===== config.mk =====
export PLATFORM = sky130hd
export DESIGN_NAME = timer_reload_sequencer
export DESIGN_NICKNAME = d
export VERILOG_FILES = /design/src/rtl/timer_reload_sequencer.sv
export SDC_FILE = /design/constraint.sdc
export NUM_CORES = 1
export LEC_CHECK = 0
export BUFFER_PORTS_ARGS = -buffer_cell sky130_fd_sc_hd__buf_2
export CAP_MARGIN = 20
export CORE_ASPECT_RATIO = 1.5
export CORE_MARGIN = 4
export CORE_UTILIZATION = 30
export CTS_BUF_LIST = sky130_fd_sc_hd__clkbuf_8
export DETAILED_ROUTE_END_ITERATION = 8
export GPL_TIMING_DRIVEN = 0
export SLEW_MARGIN = 30
export SYNTH_ARGS = -nofsm -noshare
export SYNTH_HDL_FRONTEND = slang
export SYNTH_SLANG_ARGS = --single-unit
export TNS_END_PERCENT = 1

===== constraint.sdc =====
create_clock -name clk -period 4.35 [get_ports clk]
set_input_delay 0.2175 -clock clk [delete_from_list [all_inputs] [get_ports clk]]
set_output_delay 0.2175 -clock clk [all_outputs]
set_load 0.01 [all_outputs]

===== src/rtl/timer_reload_sequencer.sv =====
// Feeds a down-counting timer from a small interval FIFO: one load pulse per
// interval, advancing on each terminal count until the FIFO runs dry or stop.
module timer_reload_sequencer #(
  parameter int WIDTH = 10,
  parameter int DEPTH = 4
) (
  input  logic                         clk,
  input  logic                         areset,
  input  logic                         in_valid,
  output logic                         in_ready,
  input  logic [WIDTH-1:0]             in_data,
  input  logic                         start,
  input  logic                         stop,
  input  logic                         tc,
  output logic                         load,
  output logic [WIDTH-1:0]             data,
  output logic                         busy,
  output logic                         underrun,
  output logic [$clog2(DEPTH+1)-1:0]   level
);

  localparam int AW = (DEPTH > 1) ? $clog2(DEPTH) : 1;
  localparam int LW = $clog2(DEPTH + 1);
  localparam logic [LW-1:0] FULL = LW'(DEPTH);

  localparam logic [0:0] IDLE = 1'b0;
  localparam logic [0:0] RUN  = 1'b1;

  logic [WIDTH-1:0] mem [DEPTH];
  logic [AW-1:0]    wr_ptr;
  logic [AW-1:0]    rd_ptr;
  logic [0:0]       state;
  logic [0:0]       state_nxt;
  logic             push;
  logic             pop;
  logic             urun_nxt;

  assign in_ready = (level != FULL);
  assign push     = in_valid & in_ready;
  assign busy     = (state == RUN);

  // Pop decisions look only at the registered level, so a same-cycle push
  // can never be consumed before it lands in the FIFO.
  always_comb begin
    pop       = 1'b0;
    urun_nxt  = 1'b0;
    state_nxt = state;
    if (stop) begin
      state_nxt = IDLE;
    end else begin
      case (state)
        IDLE: begin
          if (start) begin
            if (level != '0) begin
              pop       = 1'b1;
              state_nxt = RUN;
            end else begin
              urun_nxt  = 1'b1;
            end
          end
        end
        RUN: begin
          // tc during a load cycle reflects the old count and is ignored
          if (tc && !load) begin
            if (level != '0) begin
              pop       = 1'b1;
            end else begin
              urun_nxt  = 1'b1;
              state_nxt = IDLE;
            end
          end
        end
        default: state_nxt = IDLE;
      endcase
    end
  end

  // Registered outputs and FIFO control
  always_ff @(posedge clk or posedge areset) begin
    if (areset) begin
      state    <= IDLE;
      load     <= 1'b0;
      data     <= '0;
      underrun <= 1'b0;
      wr_ptr   <= '0;
      rd_ptr   <= '0;
      level    <= '0;
    end else begin
      state    <= state_nxt;
      load     <= pop;
      underrun <= urun_nxt;
      if (pop) begin
        data   <= mem[rd_ptr];
        rd_ptr <= rd_ptr + AW'(1);
      end
      if (push) begin
        wr_ptr <= wr_ptr + AW'(1);
      end
      case ({push, pop})
        2'b10:   level <= level + LW'(1);
        2'b01:   level <= level - LW'(1);
        default: level <= level;
      endcase
    end
  end

  // FIFO storage
  always_ff @(posedge clk) begin
    if (push) begin
      mem[wr_ptr] <= in_data;
    end
  end

endmodule


==> After elaboration in Yosys (flattened, before gate mapping) <==
Memory sizes are Yosys's and may differ from the RTL's. A register that Yosys moved wholly into a read port is not among the register bits.
Index checks and enable logic that the tools add are counted.
{ "op_classes": {"mux": 16, "add_sub_neg": 4, "div": 0, "shift": 0, "n_mul": 0, "n_lt_le_gt_ge": 0, "n_eq_ne": 3, "reduce_logical": 4, "bitwise": 2} }
{ "op_table": {"columns": ["op", "n"], "rows": [
  ["1-bit two-way mux", 12],
  ["1-bit one-hot mux with 2 select lines", 3],
  ["3-bit one-hot mux with 2 select lines", 1],
  ["2-bit by 1-bit adder with 2-bit output, second input constant", 2],
  ["3-bit by 1-bit adder with 3-bit output, second input constant", 1],
  ["3-bit inequality test, second input constant", 1],
  ["3-bit nonzero test", 1],
  ["3-bit by 1-bit subtractor with 3-bit output, second input constant", 1],
  ["2-bit by 1-bit == test with 1-bit output, second input constant", 1],
  ["2-bit == test, second input constant", 1],
  ["2-bit nonzero test", 1],
  ["1-bit bitwise AND", 1],
  ["1-bit logical AND", 1],
  ["1-bit logical NOT", 1],
  ["1-bit inverter", 1]
]} }
{ "totals": {"input_bits": 16, "mem_bits_rw": 40, "reg_bits": 10, "wordCells": 36, "out_inout_bits": 17, "latch_bits": 0, "rom_bits": 0, "mem_count": 1} }
{ "mem_list": {"columns": ["name", "depth", "width", "rd", "rd_clocked_by_memory_dff", "write_ports", "line_no", "source"], "rows": [
  ["mem", 4, 10, 1, 1, 1, "29", "logic [WIDTH-1:0] mem [DEPTH];"]
]} }

==> Depth between registers and ports, before layout <==
{ "depth": {"depth_word": 7, "ltp_mapped": 10, "ltp_nobuf": 9} }

==> Least setup slack after synthesis <==
Ideal clock, no wire load.
{ "synth_timing": {"path_type": "register -> register", "start": "reg level[0]", "end": "reg level[2]", "period_less_slack_ns": 2.152, "t_arrival_ns": 2.073, "path_buffers": 0, "path_slack_ns": 2.198, "setup_time_ns": 0.079, "stages_incl_launch_ff": 10, "required_ns": 4.271, "cell_sequence": "dfrtp_1 -> or3b_4 -> and2_4 -> inv_1 -> ha_1 -> inv_1 -> fa_1 -> xor2_1 -> nor2_1 -> xor2_1"} }
{ "synth_between": {"word_cells_on_any_way": 14, "classes_between": "2 x add/sub; 3 x eq/ne; 6 x mux; 1 x bitwise; 2 x reduce/logical"} }
{ "synth_lines": {"columns": ["element", "line_no", "source"], "rows": [
  ["from (decl)", "19", "output logic [$clog2(DEPTH+1)-1:0] level"],
  ["from (signal assigned)", "100", "2'b10: level <= level + LW'(1);"],
  ["from (signal assigned)", "101", "2'b01: level <= level - LW'(1);"],
  ["from (signal assigned)", "102", "default: level <= level;"],
  ["3-bit inequality test *", "38", "assign in_ready = (level != FULL);"],
  ["net in_ready", "10", "output logic in_ready,"],
  ["1-bit bitwise AND *", "39", "assign push = in_valid & in_ready;"],
  ["2-bit by 1-bit == test with 1-bit output or 2-bit == test (tied branches)", "99", "case ({push, pop})"],
  ["3-bit one-hot mux with 2 select lines or 2-bit nonzero test (tied branches)", null, null]
]} }
The timed path passes the listed nets; every way through them passes the cells marked *.
A chain may end at the register's enable or synchronous reset.

==> Worst setup path in the final report <==
{ "layout_timing": {"start": "reg level[0]", "end": "reg level[2]"} }
{ "layout_between": {"elab_chain_len": 7, "word_cells_on_any_way": 14, "classes_between": "2 x add/sub; 3 x eq/ne; 6 x mux; 1 x bitwise; 2 x reduce/logical"} }
{ "layout_lines": {"columns": ["element", "line_no", "source"], "rows": [
  ["3-bit nonzero test", "54, 65", null],
  ["1-bit two-way mux", "54, 65", null],
  ["1-bit two-way mux, on equally long branches", "64, 53", null],
  ["1-bit one-hot mux with 2 select lines", "51", "case (state)"],
  ["1-bit two-way mux", "48", "if (stop) begin"],
  ["2-bit by 1-bit == test with 1-bit output or 2-bit == test (tied branches)", "99", null],
  ["3-bit one-hot mux with 2 select lines or 2-bit nonzero test (tied branches)", null, null]
]} }
Several ways; a longest one is shown, not always the timed one.

==> impl_metrics.env <==
export IMPL_outcome="completed"
export IMPL_via_per_inst=4.38
export IMPL_max_clock_path_buffers=2
export IMPL_nets=189
export IMPL_cts_tree="built"
export IMPL_setup_viol=0
export IMPL_switching_share=0.289
export IMPL_syn_avg_cell_area_um2=19.4
export IMPL_switchingPower_mw=0.550
export IMPL_skew_ps=8.22
export IMPL_cts_sinks=60
export IMPL_drive_gt1_frac=0.419
export IMPL_power_total_mw=1.90
export IMPL_routed_wl_mm=4.08
export IMPL_area_delta_synth_final_pct=20.5
export IMPL_ir_drop_v=0.000308
export IMPL_htreeDepth=3
export IMPL_whs_path_depth=2
export IMPL_arrival_ps=2450
export IMPL_die_y_um=117
export IMPL_fin_cells=274
export IMPL_cap_violations=0
export IMPL_async_flop_share=0.333
export IMPL_n_fill_cell=771
export IMPL_yosys_warnings=0
export IMPL_ctsResizeCount=0
export IMPL_dieArea_mm2=0.00949
export IMPL_antenna_cells=0
export IMPL_dp_cells=257
export IMPL_die_w_um=80.9
export IMPL_r2r_start="level[0]$_DFFE_PP0P_"
export IMPL_synth_seq_cells=60
export IMPL_p_int_mw=1.35
export IMPL_crit_type="register to register"
export IMPL_synthCells=123
export IMPL_dp_hpwl_mm=2.71
export IMPL_grt_pass1_vias=1315
export IMPL_placed_area_mm2=0.00268
export IMPL_path_clk_slew_ps=70
export IMPL_drcViolationCount=0
export IMPL_fin_crit_ps=2200
export IMPL_hold_viol_final=0
export IMPL_rsz0062_at_grt="no"
export IMPL_utilization=0.374
export IMPL_final_common_cell="edfxtp_1"
export IMPL_regToRegSetupSlack_ps=2150
export IMPL_detail_route_first_pass_iterations=4
export IMPL_r2r_end="level[2]$_DFFE_PP0P_"
export IMPL_cp_startpoint="level[0]$_DFFE_PP0P_"
export IMPL_postRouteAntennaNets=0
export IMPL_dp_slack_ps=2160
export IMPL_grt_overflow_total=0
export IMPL_syn_nets=145
export IMPL_io_pins=33
export IMPL_grt_pass1_wl_mm=6.63
export IMPL_whs_ps=68.8
export IMPL_synthesis_area_mm2=0.00239
export IMPL_yosysSeqAreaShare=0.712
export IMPL_dr_total_vias=1199
export IMPL_dr_first_iter_drc_count=18
export IMPL_initial_core_util=0.310
export IMPL_fin_tns_setup_ps=0
export IMPL_start_kind="register"
export IMPL_track_usage=0.0971
export IMPL_p_leak_nw=1.14
export IMPL_io_buffers=32
export IMPL_seqPwrFrac=0.452
export IMPL_fin_crit_sh=0.506
export IMPL_max_freq_mhz=455
export IMPL_fin_ws_ps=2150
export IMPL_pwr_share_clk=0.252
export IMPL_synth_edf_count=40
export IMPL_hold_class="primary input to register"
export IMPL_power_density_mw_per_mm2=660
export IMPL_ctsRootBufferMaster="clkbuf_8"
export IMPL_grt_max_degree=21
export IMPL_cp_required_ps=4600
export IMPL_final_area_mm2=0.00288
export IMPL_antenna_found_initial=0
export IMPL_clock_latency_ps=330
export IMPL_slew_viol_final=0
export IMPL_place_congestion=0.688
export IMPL_final_cell_mix="edfxtp_1, buf_2, dfrtp_1, mux2_2, clkbuf_8"
export IMPL_cts_buffers=9
export IMPL_synth_flop_cell="edfxtp_1"
export IMPL_combPwrFrac=0.296
export IMPL_post_cts_buffers=0
export IMPL_fp_row_count=39
export IMPL_path_max_fanout=6
export IMPL_core_mm2=0.00771
export IMPL_yosysUniqueCellTypes=25
export IMPL_end_kind="register"
export IMPL_hold_start="stop"
export IMPL_wl_per_cell_um=14.9
export IMPL_worst_slew_pin_slew_ps=810
export IMPL_reg2reg_depth=9
export IMPL_min_to="busy$_DFF_PP0_"
export IMPL_slew_headroom=0.457
## worst max-delay path by stage
stage | to | slack (ps) | cells past startpoint
2_1_floorplan | level[2]$_DFFE_PP0P_ | 2200 | 9
3_3_place_gp | level[2]$_DFFE_PP0P_ | 2170 | 9
3_5_place_dp | level[2]$_DFFE_PP0P_ | 2160 | 9
4_1_cts | level[2]$_DFFE_PP0P_ | 2130 | 9
5_1_grt | level[2]$_DFFE_PP0P_ | 1990 | 10
6_report | level[2]$_DFFE_PP0P_ | 2150 | 9
## synth_stat cells (2+ instances only)
master | count | area, um2
mux4_2 | 8 | 180
ha_1 | 5 | 62.6
buf_6 | 2 | 22.5
and3_1 | 4 | 25.0
dfrtp_1 | 20 | 500
mux4_1 | 2 | 52.6
nor2_1 | 3 | 11.3
o21ai_0 | 2 | 10.0
xnor2_1 | 4 | 35.0
inv_1 | 9 | 33.8
xor2_1 | 2 | 17.5
mux2_2 | 10 | 113
edfxtp_1 | 40 | 1200
## flip-flops by register name, summed over array words and instances (netlist names)
| register | cells |
|---|---|
| underrun | 1 |
| rd_ptr | 2 |
| mem | 40 |
| wr_ptr | 2 |
| data | 10 |
| level | 3 |
| load | 1 |
| busy | 1 |
## kinds of logic after synthesis
logic type / share of synthesized area
compound gates: 0.0131
xor+xnor: 0.0220
fa+ha+maj: 0.0345
buf+inv: 0.0251
flops: 0.712
mux: 0.155
simple gates: 0.0387
## layout make-up
class	instances	area [um2]	share of cell area
inverter	9	33.8	0.0117
multi-input combinational	51	629	0.218
sequential	60	1700	0.591
clock buffer	10	138	0.0478
buffer	3	26.3	0.00912
timing repair buffer	33	170	0.0591
clock inverter	6	55.1	0.0191
tap	102	128	0.0443
## critical path, cell delays in order (launching register included)
cell and delay [ps]:
dfrtp_1 420, or3b_4 440, and2_4 190, inv_1 50, ha_1 170, inv_1 60, fa_1 370, xor2_1 150
nor2_1 110, xor2_1 150
## power by group through the flow
stage	Sequential (mW)	Combinational (mW)	Clock (mW)
6_report	0.861	0.563	0.479
5_1_grt	0.882	0.625	0.516
4_1_cts	0.865	0.583	0.490
3_5_place_dp	0.876	0.582	0
3_3_place_gp	0.869	0.576	0
2_1_floorplan	0.888	0.379	0
## layer usage
layer	vias up	GRT usage	wire, um
met4	0	0.0539	83
met2	21	0.169	2320
li1	556	-	-
met5	-	0	0
met3	7	0.0345	148
met1	615	0.0963	1520
## what timing repair did
item                                   4_1_cts  5_1_grt
setup endpoints to repair                    0        0
endpoints found under the hold margin        0       20
hold buffers                                 0        1
Power figures use the tool's default switching activity.
